===== src/rtl/mips_fetch_unit_if.sv =====
// mips_fetch_unit_if: bundles the fetch unit's imem and decode-side signals.
//   master : the fetch unit (drives instr_addr, out_*, halted)
//   slave  : the surrounding core (imem data, decode stall, redirect)
interface mips_fetch_unit_if;
    logic [31:0] instr_addr;
    logic [31:0] instr_in;
    logic        stall;
    logic        redirect_valid;
    logic [31:0] redirect_pc;
    logic        out_valid;
    logic [31:0] out_instr;
    logic [31:0] out_pc;
    logic        halted;

    modport master (
        output instr_addr, out_valid, out_instr, out_pc, halted,
        input  instr_in, stall, redirect_valid, redirect_pc
    );

    modport slave (
        input  instr_addr, out_valid, out_instr, out_pc, halted,
        output instr_in, stall, redirect_valid, redirect_pc
    );
endinterface


===== src/rtl/mips_fetch_unit.sv =====
// mips_fetch_unit: instruction-fetch front end.
//   Issues instr_addr to imem, captures the word one cycle later into a
//   2-entry {pc, instr} queue and presents the queue head to decode.
//   Supports redirect with flush, and halts when the fetch pc reaches
//   halt_addr.
// Ports:
//   clk   - clock, rising edge
//   reset - asynchronous, active-low
//   bus   - mips_fetch_unit_if.master (imem address/data, decode handshake,
//           redirect, halted)
module mips_fetch_unit #(
    parameter logic [31:0] pc_init   = 32'h80020000,
    parameter logic [31:0] halt_addr = 32'h00000000
) (
    input  logic                   clk,
    input  logic                   reset,
    mips_fetch_unit_if.master      bus
);

    logic [31:0] pc;
    logic        inflight;
    logic [31:0] inflight_pc;
    logic        halted;
    logic [31:0] q_pc    [2];
    logic [31:0] q_instr [2];
    logic [1:0]  count;

    logic        out_valid;
    logic        pop;
    logic        issue;
    logic [1:0]  occ;
    logic        wr_idx;

    assign out_valid = (count != 2'd0);
    assign pop       = out_valid & ~bus.stall;

    // Slots committed after this edge if nothing new is issued. At most 2
    // because every in-flight word already owns a reserved slot.
    assign occ   = count + {1'b0, inflight} - {1'b0, pop};
    assign issue = ~halted & ~bus.redirect_valid & (pc != halt_addr) & (occ < 2'd2);

    // Slot for the captured word once the head has (maybe) shifted out.
    assign wr_idx = (count == 2'd2) || ((count == 2'd1) && !pop);

    always_ff @(posedge clk or negedge reset) begin
        if (!reset) begin
            pc          <= pc_init;
            inflight    <= 1'b0;
            inflight_pc <= '0;
            halted      <= 1'b0;
            count       <= '0;
            for (int i = 0; i < 2; i++) begin
                q_pc[i]    <= '0;
                q_instr[i] <= '0;
            end
        end else if (bus.redirect_valid) begin
            // Flush wins over pop and capture; the returning word is dropped.
            count    <= '0;
            inflight <= 1'b0;
            pc       <= bus.redirect_pc & ~32'h3;
            halted   <= 1'b0;
        end else begin
            if (pop) begin
                q_pc[0]    <= q_pc[1];
                q_instr[0] <= q_instr[1];
            end
            // Written after the shift so a same-edge push into slot 0 wins.
            if (inflight) begin
                q_pc[wr_idx]    <= inflight_pc;
                q_instr[wr_idx] <= bus.instr_in;
            end
            count <= count - {1'b0, pop} + {1'b0, inflight};

            if (issue) begin
                inflight    <= 1'b1;
                inflight_pc <= pc;
                pc          <= pc + 32'd4;
            end else begin
                inflight <= 1'b0;
            end

            if (!halted && pc == halt_addr)
                halted <= 1'b1;
        end
    end

    assign bus.instr_addr = pc;
    assign bus.out_valid  = out_valid;
    assign bus.out_instr  = out_valid ? q_instr[0] : '0;
    assign bus.out_pc     = out_valid ? q_pc[0]    : '0;
    assign bus.halted     = halted;

endmodule

===== src/flat_wrapper.sv =====
// flat-port wrapper written by rule: the top's interface ports become plain ports
module mips_fetch_unit_flat 
#(
    parameter logic [31:0] pc_init   = 32'h80020000,
    parameter logic [31:0] halt_addr = 32'h00000000
)
  (clk, reset, bus_instr_addr, bus_out_valid, bus_out_instr, bus_out_pc, bus_halted, bus_instr_in, bus_stall, bus_redirect_valid, bus_redirect_pc);
  mips_fetch_unit_if bus_i ();
  input  logic clk;
  input  logic reset;
  output wire logic [$bits(bus_i.instr_addr)-1:0] bus_instr_addr;
  output wire logic [$bits(bus_i.out_valid)-1:0] bus_out_valid;
  output wire logic [$bits(bus_i.out_instr)-1:0] bus_out_instr;
  output wire logic [$bits(bus_i.out_pc)-1:0] bus_out_pc;
  output wire logic [$bits(bus_i.halted)-1:0] bus_halted;
  input wire logic [$bits(bus_i.instr_in)-1:0] bus_instr_in;
  input wire logic [$bits(bus_i.stall)-1:0] bus_stall;
  input wire logic [$bits(bus_i.redirect_valid)-1:0] bus_redirect_valid;
  input wire logic [$bits(bus_i.redirect_pc)-1:0] bus_redirect_pc;
  assign bus_instr_addr = bus_i.instr_addr;
  assign bus_out_valid = bus_i.out_valid;
  assign bus_out_instr = bus_i.out_instr;
  assign bus_out_pc = bus_i.out_pc;
  assign bus_halted = bus_i.halted;
  assign bus_i.instr_in = bus_instr_in;
  assign bus_i.stall = bus_stall;
  assign bus_i.redirect_valid = bus_redirect_valid;
  assign bus_i.redirect_pc = bus_redirect_pc;
  mips_fetch_unit #(.pc_init(pc_init), .halt_addr(halt_addr)) u_core (.clk(clk), .reset(reset), .bus(bus_i));
endmodule

===== config.mk =====
export PLATFORM = sky130hd
export DESIGN_NAME = mips_fetch_unit_flat
export DESIGN_NICKNAME = d
export VERILOG_FILES = /design/src/rtl/mips_fetch_unit_if.sv /design/src/rtl/mips_fetch_unit.sv /design/src/flat_wrapper.sv
export SDC_FILE = /design/constraint.sdc
export NUM_CORES = 1
export LEC_CHECK = 0
export BUFFER_PORTS_ARGS = -buffer_cell sky130_fd_sc_hd__buf_4
export CAP_MARGIN = 15
export CORE_ASPECT_RATIO = 2
export CORE_MARGIN = 2
export CORE_UTILIZATION = 48
export CTS_BUF_LIST = sky130_fd_sc_hd__clkbuf_2
export DETAILED_ROUTE_END_ITERATION = 10
export GPL_TIMING_DRIVEN = 0
export PLACE_DENSITY = 0.71
export SLEW_MARGIN = 0
export SYNTH_ARGS = -nofsm -noshare
export SYNTH_HDL_FRONTEND = slang
export SYNTH_SLANG_ARGS = --single-unit
export TNS_END_PERCENT = 1

===== constraint.sdc =====
create_clock -name clk -period 3.4 [get_ports clk]
set_input_delay 0.17 -clock clk [delete_from_list [all_inputs] [get_ports clk]]
set_output_delay 0.17 -clock clk [all_outputs]
set_load 0.01 [all_outputs]

After elaboration in Yosys (flattened, before gate mapping)
Index checks and enable logic that the tools add are counted.

cells by class
  reductions and logical operators = 13
  bitwise gates (word level) = 8
  equality and inequality tests = 2
  $add $sub $neg = 5
  shift operators = 0
  order comparisons = 3
  $mul = 0
  div/mod/pow operators = 0
  muxes and demuxes = 19

operators with widths
  operator               count
  $mux 32                9
  $bwmux 64              2
  $mux 64                2
  $add 32x3->32 const B  1
  $demux 32 s1           1
  $logic_not 32->1       1
  $reduce_bool 32->1     1
  $reduce_bool 2->1      3
  $add 2x1->2            2
  $and 1x1->1            4
  $mux 1                 4
  $reduce_and 2->1       2
  $sub 2x1->2            2
  $logic_and 1x1->1      3
  $not 1->1              3
  $eq 2x1->1 const B     1
  $eq 2x2->1 const B     1
  $ge 2x2->1 const B     1
  $logic_not 1->1        2
  $lt 2x1->1 const B     1
  $lt 2x2->1 const B     1
  $mux 2                 1
  $not 1->2              1
  $logic_or 1x1->1       1

word-level totals
  logic and storage cells = 59
  memories = 0
  latch bits = 0
  bits in read-only memories = 0
  input bits = 68
  flip-flop bits (word level) = 196
  memory bits (writable) = 0

Logic depth before layout (Yosys ltp)
Gate-level depths: netlist (run 1).

  depth after elaboration = 12
  depth in mapped cells = 13
  mapped depth without buffers = 11

Least setup slack after synthesis (run 1)
Ideal clock, no wire load.

  kind = flip-flop to flip-flop
  from = reg u_core.count[1]
  to = reg u_core.inflight_pc[10]
  setup time = 0.125 ns
  data arrival time = 2.656 ns
  period minus slack after synthesis = 2.781 ns
  setup slack = 0.619 ns
  cell stages (with the launch flop) = 14
  required time = 3.275 ns
  path through = dfrtp_1 > or2_2 > nand2b_1 > inv_1 > ha_1 > inv_1 > ha_1 > xor3_2 > nor2_4 > o21ai_2 > or2_1 > buf_2 > buf_6 > mux2_4

on the way
  cells in the longest elaborated chain, start to end = 6
  elaborated cells between the ends (all ways) = 7
  those cells by class = add/sub (2); order compare (1); bitwise (2); reduce/logical (2)

RTL lines
  item                                                 RTL line               RTL
  start: declaration                                   mips_fetch_unit.sv:26  logic [1:0] count;
  start signal: assignment                             mips_fetch_unit.sv:72  count <= count - {1'b0, pop} + {1'b0, inflight};
  branches (longest 2 deep; another with $add 2x1->2)  n/a
  $sub 2x1->2 (*)                                      mips_fetch_unit.sv:39  assign occ = count + {1'b0, inflight} - {1'b0, pop};
  $lt 2x2->1 (*)                                       mips_fetch_unit.sv:40  assign issue = ~halted & ~bus.redirect_valid & (pc != halt_addr) & (occ < 2'd2);
  $and 1x1->1 (*)                                      mips_fetch_unit.sv:40
  $reduce_and 2->1 (no source line) (*)                n/a
  end signal: assignment                               mips_fetch_unit.sv:76  inflight_pc <= pc;
  end: declaration                                     mips_fetch_unit.sv:22  logic [31:0] inflight_pc;

Mark *: on every way between the ends.
A chain may end at the register's enable or synchronous reset.

Worst setup path in the final report (run 1)
  from = reg u_core.count[1]
  to = reg u_core.pc[15] (netlist: u_core.bus.instr_addr[15])

on the way
  cells in the longest elaborated chain, start to end = 6
  elaborated cells between the ends (all ways) = 7
  those cells by class = add/sub (2); order compare (1); bitwise (2); reduce/logical (2)

RTL lines
  item                                                 RTL line               RTL
  branches (longest 2 deep; another with $add 2x1->2)  n/a
  $sub 2x1->2 (*)                                      mips_fetch_unit.sv:39
  $lt 2x2->1 (*)                                       mips_fetch_unit.sv:40
  $and 1x1->1 (*)                                      mips_fetch_unit.sv:40
  $reduce_bool 2->1 (no source line) (*)               n/a
  end signal: assignment                               mips_fetch_unit.sv:47  pc <= pc_init;
  end signal: assignment                               mips_fetch_unit.sv:60  pc <= bus.redirect_pc & ~32'h3;
  end signal: assignment                               mips_fetch_unit.sv:77  pc <= pc + 32'd4;
  end: declaration                                     mips_fetch_unit.sv:20  logic [31:0] pc;

Marked as above.

==> reports/qor.csv, run 1 <==
stage,metric,value,unit
yosys,post-synthesis register bit count,190,
die,Row Count,70,
cells_and_area,post-route cell area,0.0114,sq mm
detailed_routing,# DRC,0,
sta,fmax,0.313,GHz
sta,setup violators final,0,
detailed_routing,DR WL/cell,16.5,um
clock_tree,worst-skew pair later-pin latency,0.79,ns
clock_tree,"Reg clk slew, reported paths",0.31,ns
power,PD cells,776,mW/mm^2
power,Comb pwr share,0.449,
placed_design,Placed Area,0.0104,sq mm
die,DIE WIDTH,100,um
power,leakage,5.46,nW
setup_path,Top delay family on crit path,simple AND/OR/NAND/NOR gates,
grt,vias in the first global route,6729,
yosys,Avg Inst Size Synth,11.5,sq um
sta,final-report max-slew violation count,0,
clock_tree,# Post-CTS Setup Buffers,0,
cells_and_area,ratio of cells with drive above 1 in the final layout,0.304,
setup_path,worst reg2reg startpoint,u_core.count[1],
cells_and_area,FF+latch area,0.00476,sq mm
setup_path,crit path launch type,register,
die,Initial Util,0.487,
setup_path,worst reg-to-reg path cell count,12,
min_path,Worst Hold Launch,bus_redirect_pc[17],
yosys,Post-Syn Instances,775,
setup_path,Critical Path Sink Type,register,
min_path,Hold Crit Class,in -> reg,
setup_path,Critical Path Max Stage Delay,0.57,ns
sta,RSZ-0062 raised after global routing,no,
placed_design,dpl ws,0.349,ns
job,Max Cap Viol,0,
sta,sum of negative setup slack,0,ns
clock_tree,Max Root-Sink Buffers,2,
power,sequential share of power,0.431,
detailed_routing,ANT nets after route,0,
detailed_routing,Vias/cell,5.18,
placed_design,dpl hpwl,14.7,mm
sta,Final Hold Violating Endpoints,0,
yosys,warnings from Yosys,0,
cells_and_area,"commonest non-fill, non-tap cells in the layout","dfrtp_1, buf_4, dlygate4sd3_1, nor2_1, and2_1",
detailed_routing,vias,6529,
sta,Worst-Margin Slew,0.839,ns
grt,GRT overflow,0,
cells_and_area,Layout Nets,1103,
clock_tree,TritonCTS buffer count,17,
setup_path,Worst EP required,4.09,ns
sta,final critical-path required period,3.20,ns
cells_and_area,area occupied by multi-input gates,0.00386,sq mm
setup_path,RR Endpoint,u_core.bus.instr_addr[15],
setup_path,R2R setup slack,0.20,ns
clock_tree,Clock Sinks,190,
placed_design,placer congestion estimate,0.815,
die,die area,0.0197,sq mm
setup_path,Setup CP Type,reg -> reg,
sta,Slew HR,0.441,
placed_design,buffers added on ports,161,
yosys,most area-hungry cell type in the Yosys netlist,dfrtp_1,
grt,Global Route Usage Sum,0.216,
setup_path,worst-path maximum fanout,4,
grt,initial antenna violation count,1,
sta,final setup margin,0.201,ns
power,net switching power,3.26,mW
min_path,"Endpoint, Worst Hold",u_core.bus.instr_addr[17],
min_path,Hold Path Cell Cnt,4,
setup_path,Buf/Inv on CP,3,
grt,first-pass GRT wire length,33.2,mm
yosys,register area share after synthesis,0.536,
die,Die Y,196,um
yosys,share of the synthesized area in the top cell type,0.530,
power,sw frac,0.369,
die,# IOs,166,
detailed_routing,Post-Route WL,20.8,mm
grt,pin count of the biggest net entering global routing,114,
setup_path,critical path arrival,3.89,ns
clock_tree,CTS tree,done,
detailed_routing,Pre-antenna DRT Iters,4,
setup_path,Slowest cell on crit path,dlygate4sd3_1,
yosys,synthesized area,0.00888,sq mm
yosys,Yosys cell types,43,
power,Peak VDD IR,0.290,mV
clock_tree,H-Tree Depth,4,
yosys,synth top area cells,"dfrtp_1, mux2_2, mux2i_1",
power,clock network power share,0.120,
sta,period utilisation layout,0.941,
die,Core Area,0.0182,sq mm
setup_path,worst-path cell chain,or2_2 > nand2b_1 > inv_1 > ha_1 > inv_1 > ha_1 > xor3_2 > nor4_4 > nand2_1 > xor2_1 > o21ai_0 > dlygate4sd3_1,
cells_and_area,"commonest non-fill, non-tap cell in the layout",dfrtp_1,
cells_and_area,Post-Route Utilization,0.625,
sta,Fin Clk Skew,0.0446,ns
clock_tree,root buffer cell,clkbuf_2,
detailed_routing,DRT iter0 DRCs,252,
run_status,status,"complete, no violations",
cells_and_area,"Area growth, synth to finish",28.2,%
cells_and_area,Fill cells,1547,
power,Pint,5.57,mW
## per-layer routing
layer | GRT usage | share of wire
met1 | 0.238 | 0.38
met2 | 0.398 | 0.55
met3 | 0.0376 | 0.031
met4 | 0.0949 | 0.036
met5 | 0 | 0
## final cells by class
class                           instances  area share
Antenna cell                            1    0.000220
Buffer                                 52      0.0214
Clock buffer                           18     0.00791
Clock inverter                         14      0.0110
Inverter                                8     0.00264
Multi-Input combinational cell        526       0.339
Sequential cell                       190       0.418
Tap cell                              216      0.0237
Timing Repair Buffer                  236       0.176
## power by group through the flow
stage / sequential [mW] / clock, mW / combinational, mW
detailed placement: 3.87 / 0 / 3.90
global route: 3.94 / 1.19 / 4.34
finish: 3.81 / 1.06 / 3.97
CTS: 3.81 / 1.10 / 4.01
global placement: 3.81 / 0 / 3.82
floorplan: 3.70 / 0 / 2.68
## what timing repair did
action | 4_1_cts | 5_1_grt
resized for setup | 0 | 1
endpoints found under the hold margin | 286 | 0
hold buffers | 74 | 0
setup endpoints to repair | 0 | 3
## flip-flops by register name (all words and copies together) (netlist names)
name	count
u_core.count	2
u_core.inflight_pc	30
u_core.inflight	1
u_core.q_pc	62
u_core.bus.instr_addr	30
u_core.q_instr	64
u_core.bus.halted	1
## worst reg2reg max path, cell delays in order (launching register included)
cell and delay (ns):
dfrtp_1 0.48, or2_2 0.35, nand2b_1 0.11, inv_1 0.05, ha_1 0.26, inv_1 0.05
ha_1 0.14, xor3_2 0.35, nor4_4 0.42, nand2_1 0.12, xor2_1 0.16, o21ai_0 0.08
dlygate4sd3_1 0.57
## per-stage QoR
step / hold WS, ns / power (mW) / instances
after floorplan: -0.126 / 6.38 / 776
after global placement: 0.380 / 7.63 / 1153
after detailed placement: 0.201 / 7.77 / 1154
after CTS: 0.0481 / 8.91 / 1260
after global routing: 0.0148 / 9.47 / 1261
final: 0.100 / 8.83 / 1261
## cells in the mapped netlist, drive strengths merged
cell type,n
o21ai,30
or4,2
mux2i,62
nand4b,2
conb,1
nand3,13
nor3,2
ha,4
nor4b,1
xnor2,2
dfstp,2
mux2,94
nand2,39
dfrtp,188
nor4,7
inv,8
nor2b,6
a211oi,1
clkbuf,32
nand2b,2
o211ai,1
or2,2
and2,66
buf,20
and3,4
nor2,73
nand3b,2
nand4,18
xor2,25
and4,2
xor3,1
a21oi,63
## logic make-up (layout without fill, tap and decap cells)
kind of cell,count (synthesis),in the layout,share of synthesized area
flip-flops,190,190,0.536
adder cells (fa/ha/maj),4,4,0.00564
multiplexers,156,156,0.201
buffers and inverters,60,328,0.0309
XOR/XNOR,28,28,0.0295
AND/OR/NAND/NOR,241,241,0.142
AO/OA/AOI/OAI,95,95,0.0545
other,1,3,0.000422
## worst max path at each step
stage | cells past startpoint | end | startpoint
floorplan | 13 | u_core.inflight_pc[10] | u_core.count[1]
global placement | 13 | u_core.inflight_pc[29] | u_core.count[1]
detailed placement | 13 | u_core.inflight_pc[21] | u_core.count[1]
CTS | 12 | u_core.bus.instr_addr[15] | u_core.count[1]
global route | 12 | u_core.bus.instr_addr[15] | u_core.count[1]
finish | 12 | u_core.bus.instr_addr[15] | u_core.count[1]
(Power assumes the default switching activity.)
==> run 2, diff against run 1 <==
--- a/config.mk
+++ b/config.mk
@@ -7,7 +7,7 @@
 export LEC_CHECK = 0
 export BUFFER_PORTS_ARGS = -buffer_cell sky130_fd_sc_hd__buf_4
 export CAP_MARGIN = 15
-export CORE_ASPECT_RATIO = 2
+export CORE_ASPECT_RATIO = 0.5
 export CORE_MARGIN = 2
 export CORE_UTILIZATION = 48
 export CTS_BUF_LIST = sky130_fd_sc_hd__clkbuf_2
==> run 2 against run 1 <==
Compared with the run above: global-route usage up 0.70 points; sequential power rose by 1%; clock skew is 0.0042 ns lower; final area is 0.58% higher; critical path type unchanged; critical endpoint is now u_core.bus.instr_addr[11]; largest cell class unchanged; largest power group unchanged.
==> reports/qor.csv, run 2 (same netlist as run 1, synthesis figures left out) <==
stage,metric,value,unit,change
run_status,status,"complete, no violations",,
clock_tree,TritonCTS buffer count,17,,unchanged
cells_and_area,"commonest non-fill, non-tap cell in the layout",dfrtp_1,,
clock_tree,"Reg clk slew, reported paths",0.31,ns,about the same
clock_tree,Clock Sinks,190,,unchanged
clock_tree,worst-skew pair later-pin latency,0.74,ns,-0.05 ns
clock_tree,Max Root-Sink Buffers,2,,unchanged
die,die area,0.0197,sq mm,unchanged
clock_tree,# Post-CTS Setup Buffers,0,,unchanged
die,DIE WIDTH,196,um,+96%
detailed_routing,Vias/cell,5.09,,-1.7%
sta,final critical-path required period,3.23,ns,+0.0307 ns
setup_path,Worst EP required,4.11,ns,+0.02 ns
grt,initial antenna violation count,0,,-1
cells_and_area,"commonest non-fill, non-tap cells in the layout","dfrtp_1, buf_4, dlygate4sd3_1, nor2_1, and2_1",,
detailed_routing,ANT nets after route,0,,unchanged
die,Initial Util,0.486,,-0.00117
grt,vias in the first global route,6621,,-1.6%
die,# IOs,166,,unchanged
sta,period utilisation layout,0.950,,+0.00902
cells_and_area,Antenna Cells,0,,-1
cells_and_area,Layout Nets,1104,,+0.091%
job,Max Cap Viol,0,,unchanged
cells_and_area,Final Instance Count excl. Fillers,1285,,+1.9%
clock_tree,H-Tree Depth,4,,unchanged
power,leakage,5.47,nW,+0.32%
setup_path,crit path launch type,register,,
grt,Global Route Usage Sum,0.223,,+0.00696
detailed_routing,DR WL/cell,16.6,um,+0.43%
die,Core Area,0.0183,sq mm,+0.24%
power,Peak VDD IR,0.316,mV,+9.1%
detailed_routing,Post-Route WL,21.3,mm,+2.3%
sta,sum of negative setup slack,0,ns,unchanged
clock_tree,CTS tree,done,,
die,Row Count,35,,-50%
placed_design,dpl ws,0.370,ns,+0.0204 ns
placed_design,dpl hpwl,14.7,mm,+0.34%
cells_and_area,top flop regs,"u_core.q_instr x64, u_core.q_pc x62",,
cells_and_area,largest reg by FF count,u_core.q_instr,,
die,Die Y,100,um,-49%
setup_path,Critical Path Sink Type,register,,
placed_design,placer congestion estimate,0.843,,+3.4%
sta,fmax,0.310,GHz,-0.95%
sta,final setup margin,0.170,ns,-0.0307 ns
detailed_routing,vias,6537,,+0.12%
cells_and_area,ratio of cells with drive above 1 in the final layout,0.302,,-0.00125
detailed_routing,DRT iter0 DRCs,258,,+2.4%
min_path,Hold Crit Class,in -> reg,,
detailed_routing,Pre-antenna DRT Iters,5,,+1
setup_path,Setup CP Type,reg -> reg,,
grt,GRT overflow,0,,unchanged
detailed_routing,# DRC,0,,unchanged
sta,Fin Clk Skew,0.0403,ns,-0.00425 ns
setup_path,critical path arrival,3.94,ns,+0.05 ns
placed_design,buffers added on ports,161,,unchanged
sta,setup violators final,0,,unchanged
grt,pin count of the biggest net entering global routing,96,,-16%
sta,final-report max-slew violation count,0,,unchanged
cells_and_area,"Area growth, synth to finish",29.0,%,
power,PD cells,785,mW/mm^2,+1.2%
sta,Final Hold Violating Endpoints,0,,unchanged
sta,Worst-Margin Slew,0.934,ns,+0.0949 ns
sta,Slew HR,0.378,,-0.0633
grt,first-pass GRT wire length,34.2,mm,+3.2%
sta,hold_ws,0.144,ns,+0.0439 ns
setup_path,worst-path maximum fanout,4,,unchanged
clock_tree,root buffer cell,clkbuf_2,,
cells_and_area,max FFs per register,64,,unchanged
cells_and_area,Post-Route Utilization,0.627,,+0.00213
placed_design,placed instance count,1179,,+2.2%
## run 2: cell count changes in the layout (fill, tap and decap cells not counted), sizes merged
cell and change:
clkbuf -1, buf +1, diode -1, inv +1
clkinv +1, clkinvlp -1
## run 2: worst paths after layout
| check | from | cells past startpoint | slack (ns) | end |
|---|---|---|---|---|
| worst max register to register | u_core.count[1] | 12 | 0.17 | u_core.bus.instr_addr[11] |
| max in group asynchronous | reset | 4 | 2.23 | u_core.q_instr[38] |
| worst min register to register | u_core.q_pc[33] | 1 | 0.54 | u_core.q_pc[33] |
| worst min-delay path | bus_redirect_pc[24] | 4 | 0.14 | u_core.bus.instr_addr[24] |
| worst max-delay path | u_core.count[1] | 12 | 0.17 | u_core.bus.instr_addr[11] |
| min in group asynchronous | reset | 3 | 0.45 | u_core.q_instr[48] |
## run 2: stage by stage
| stage | power (mW) | area (sq um) |
|---|---|---|
| after floorplan | 6.38 | 8880 |
| after global placement | 7.66 | 10400 |
| after detailed placement | 7.83 | 10400 |
| after CTS | 9.05 | 11400 |
| after global routing | 9.67 | 11500 |
| final | 8.99 | 11500 |
## run 2: worst max-delay path, cell delays in order (launching register included)
cell	delay, ns
dfrtp_1	0.48
or2_2	0.35
nand2b_1	0.11
inv_1	0.05
ha_1	0.26
inv_1	0.06
ha_1	0.14
xor3_2	0.36
nor4_4	0.36
nand4_1	0.17
xor2_1	0.17
o21ai_0	0.14
dlygate4sd3_1	0.56
## run 2: area by class of cell
cell class,instances,area (sq um)
buffer,52,244
tap,240,300
clock buffer,17,85.1
sequential,190,4760
inverter,8,30.0
multi-input combinational,526,3860
timing repair buffer,237,2010
fill,1532,6810
clock inverter,15,166
## run 2: report_power, final
group | internal, mW | total (mW) | switching, mW
logic | 2.12 | 3.98 | 1.86
clock network | 0.250 | 1.15 | 0.900
registers | 3.22 | 3.86 | 0.640
## run 2: metal layers
metal	up-vias	GRT usage	routed length, um
met1	3219	0.323	10400
met2	137	0.361	9970
met3	10	0.0397	780
met5	-	0	0
met4	0	0.0367	104
li1	3171	-	-
## run 2: repair_timing
item | CTS | global route
hold buffers | 74 | 0
resized for setup | 0 | 1
hold endpoints to repair | 286 | 0
endpoints found under the setup margin | 0 | 4
==> run 3, diff against run 2 <==
--- a/config.mk
+++ b/config.mk
@@ -5,6 +5,7 @@
 export SDC_FILE = /design/constraint.sdc
 export NUM_CORES = 1
 export LEC_CHECK = 0
+export ABC_AREA = 1
 export BUFFER_PORTS_ARGS = -buffer_cell sky130_fd_sc_hd__buf_4
 export CAP_MARGIN = 15
 export CORE_ASPECT_RATIO = 0.5
@@ -13,7 +14,7 @@
 export CTS_BUF_LIST = sky130_fd_sc_hd__clkbuf_2
 export DETAILED_ROUTE_END_ITERATION = 10
 export GPL_TIMING_DRIVEN = 0
-export PLACE_DENSITY = 0.71
+export PLACE_DENSITY = 0.7
 export SLEW_MARGIN = 0
 export SYNTH_ARGS = -nofsm -noshare
 export SYNTH_HDL_FRONTEND = slang
==> run 3 against run 2 <==
Compared with the run above: sequential share of layout area down 2.0 points; synthesized cell count up 67%; critical path depth shrank 7; register-to-register slack improved by 0.78 ns; first-iteration DRC count grew to 2.8 times the previous value; final cell count rose by 42%; die area is 7.8% higher; total power rose by 11%.
==> reports/qor.csv, run 3 <==
stage,metric,value,unit,change
clock_tree,H-Tree Depth,4,,unchanged
cells_and_area,post-route cell area,0.0120,sq mm,+5.2%
run_status,status,"complete, no violations",,
detailed_routing,Pre-antenna DRT Iters,5,,unchanged
setup_path,Critical Path Sink Type,primary output,,
cells_and_area,"commonest non-fill, non-tap cells in the layout","nand2_1, dfrtp_1, nor2_1, inv_1, buf_4",,
yosys,register area share after synthesis,0.496,,-0.0397
yosys,most area-hungry cell type in the Yosys netlist,dfrtp_1,,
cells_and_area,Layout Nets,1621,,+47%
yosys,warnings from Yosys,0,,unchanged
cells_and_area,"commonest non-fill, non-tap cell in the layout",nand2_1,,
power,Comb pwr share,0.492,,+0.050
sta,fmax,0.335,GHz,+8.1%
placed_design,placed instance count,1725,,+46%
detailed_routing,Post-Route WL,26.7,mm,+26%
sta,RSZ-0062 raised after global routing,no,,
power,leakage,6.35,nW,+16%
detailed_routing,# DRC,0,,unchanged
placed_design,buffers added on ports,160,,-0.62%
sta,Fin Clk Skew,0.0428,ns,+0.00244 ns
clock_tree,"Reg clk slew, reported paths",0.27,ns,-0.04 ns
setup_path,Critical Path Max Stage Delay,0.59,ns,+0.03 ns
yosys,Yosys cell types,31,,-28%
sta,setup violators final,0,,unchanged
cells_and_area,Final Instance Count excl. Fillers,1827,,+42%
clock_tree,Max Root-Sink Buffers,2,,unchanged
yosys,share of the synthesized area in the top cell type,0.491,,-0.0393
yosys,Post-Syn Instances,1297,,+67%
die,Die Y,104,um,+3.8%
yosys,share of flip-flops with an asynchronous set or reset,1.00,,unchanged
yosys,top post-synthesis cells by count,"nand2_1, dfrtp_1, nor2_1, inv_1, o21ai_0",,
setup_path,worst-path cell chain,nor2_1 > clkbuf_1 > clkbuf_1 > nor2_1 > buf_4,,
yosys,most common cell in the netlist,nand2_1,,
power,Peak VDD IR,0.375,mV,+19%
clock_tree,# resized after CTS,0,,unchanged
cells_and_area,Fill cells,1811,,+18%
cells_and_area,"Area growth, synth to finish",25.6,%,
die,Core Area,0.0195,sq mm,+6.8%
setup_path,crit path launch type,register,,
yosys,post-synthesis register bit count,190,,unchanged
sta,Final Hold Violating Endpoints,0,,unchanged
cells_and_area,top flop regs,"u_core.q_instr x64, u_core.q_pc x62",,
yosys,top_reg_cell synth,dfrtp_1,,
setup_path,Setup CP Type,reg -> out,,
placed_design,placer congestion estimate,0.943,,+12%
die,DIE WIDTH,204,um,+3.8%
cells_and_area,Antenna Cells,0,,unchanged
power,clock network power share,0.099,,-0.029
power,sequential share of power,0.409,,-0.021
die,Row Count,36,,+2.9%
setup_path,worst reg-to-reg path cell count,12,,unchanged
job,Max Cap Viol,0,,unchanged
sta,period utilisation layout,0.879,,-0.0715
cells_and_area,largest reg by FF count,u_core.q_instr,,
detailed_routing,DR WL/cell,14.6,um,-12%
grt,GRT overflow,0,,unchanged
sta,sum of negative setup slack,0,ns,unchanged
cells_and_area,max FFs per register,64,,unchanged
die,Initial Util,0.492,,+0.00547
cells_and_area,Post-Route Utilization,0.618,,-0.00961
setup_path,Slowest cell on crit path,clkbuf_1,,
detailed_routing,vias,9132,,+40%
yosys,Avg Inst Size Synth,7.39,sq um,-35%
setup_path,Worst EP required,3.23,ns,-0.88 ns
power,Pint,5.48,mW,-1.9%
placed_design,dpl hpwl,19.2,mm,+30%
min_path,Hold Path Cell Cnt,3,,-1
die,die area,0.0212,sq mm,+7.8%
die,# IOs,166,,unchanged
yosys,synth top area cells,"dfrtp_1, nand2_1, nor2_1",,
setup_path,worst-path maximum fanout,10,,+6
detailed_routing,DRT iter0 DRCs,734,,+180%
power,PD cells,826,mW/mm^2,+5.3%
grt,first-pass GRT wire length,44.2,mm,+29%
detailed_routing,Vias/cell,5.00,,-1.7%
cells_and_area,area occupied by multi-input gates,0.00381,sq mm,-1.2%
grt,pin count of the biggest net entering global routing,109,,+14%
power,total power,9.95,mW,+11%
yosys,Post-synth EDFFs,0,,unchanged
clock_tree,CTS tree,done,,
sta,Slew HR,0.451,,+0.0735
sta,Worst-Margin Slew,0.823,ns,-0.110 ns
cells_and_area,FF+latch area,0.00476,sq mm,unchanged
clock_tree,TritonCTS buffer count,17,,unchanged
cells_and_area,ratio of cells with drive above 1 in the final layout,0.155,,-0.147
clock_tree,Clock Sinks,190,,unchanged
grt,initial antenna violation count,0,,unchanged
detailed_routing,ANT nets after route,0,,unchanged
min_path,Hold Crit Class,in -> reg,,
power,sw frac,0.449,,+0.0708
power,net switching power,4.47,mW,+31%
grt,vias in the first global route,8914,,+35%
setup_path,critical path arrival,2.82,ns,-1.12 ns
clock_tree,worst-skew pair later-pin latency,0.76,ns,+0.02 ns
sta,final-report max-slew violation count,0,,unchanged
sta,final critical-path required period,2.99,ns,-0.243 ns
yosys,synthesized area,0.00959,sq mm,+8.0%
grt,Global Route Usage Sum,0.263,,+0.0402
placed_design,Placed Area,0.0112,sq mm,+7.0%
clock_tree,root buffer cell,clkbuf_2,,
## run 3: logic make-up (layout without fill, tap and decap cells)
kind of cell / count (synthesis) / in the layout / synth area share
compound gates: 221 / 221 / 0.116
xor+xnor: 1 / 1 / 0.000914
fa+ha+maj: 4 / 4 / 0.00522
buf+inv: 239 / 502 / 0.107
flops: 190 / 190 / 0.496
mux: 12 / 12 / 0.0133
other cells: 1 / 2 / 0.000391
simple gates: 629 / 629 / 0.261
## run 3: per-layer routing
metal | GRT usage | wire length (um) | vias up
met1 | 0.376 | 12800 | 4260
met4 | 0.0839 | 592 | 0
met2 | 0.413 | 11800 | 288
li1 | - | - | 4536
met5 | 0 | 0 | -
met3 | 0.0401 | 1530 | 48
## run 3: through the flow
stage | setup WS [ns] | hold slack, ns
2_1_floorplan | 1.43 | -0.126
3_3_place_gp | 0.970 | 0.415
3_5_place_dp | 1.06 | 0.300
4_1_cts | 0.327 | 0.118
5_1_grt | 0.203 | 0.104
6_report | 0.413 | 0.167
## run 3: power groups by stage
stage	registers [mW]	clock network (mW)	logic (mW)
3_3_place_gp	4.06	0	4.71
4_1_cts	4.05	1.02	4.93
3_5_place_dp	4.11	0	4.84
6_report	4.07	0.983	4.90
2_1_floorplan	3.93	0	3.04
5_1_grt	4.21	1.09	5.60
## run 3: critical path, delay by kind of cell (launching register included)
kind                   cells  cell delay (ns)
buffers and inverters      3             1.17
DFF                        1             0.47
and+or+nand+nor            2             0.43
## run 3: final cells by class
cell class,count,share of cell area
Tap cell,266,0.0276
Clock inverter,10,0.00551
Buffer,70,0.0322
Inverter,169,0.0527
Clock buffer,21,0.00873
Timing Repair Buffer,232,0.162
Multi-Input combinational cell,869,0.317
Sequential cell,190,0.395
## run 3: final timing paths
path                                          from                        end  slack, ns
worst max-delay path               u_core.count[1]             bus_out_pc[17]       0.41
worst min-delay path               bus_instr_in[4]          u_core.q_instr[4]       0.17
worst max register to register     u_core.count[1]  u_core.bus.instr_addr[18]       0.95
worst min register to register  u_core.q_instr[52]         u_core.q_instr[52]       0.52
max in group asynchronous                    reset  u_core.bus.instr_addr[21]       1.76
min in group asynchronous                    reset  u_core.bus.instr_addr[27]       0.54
## run 3: timing repair
| action | in CTS | in global routing |
|---|---|---|
| endpoints found under the hold margin | 208 | 0 |
| hold buffers | 71 | 0 |
| buffers inserted | 0 | 0 |
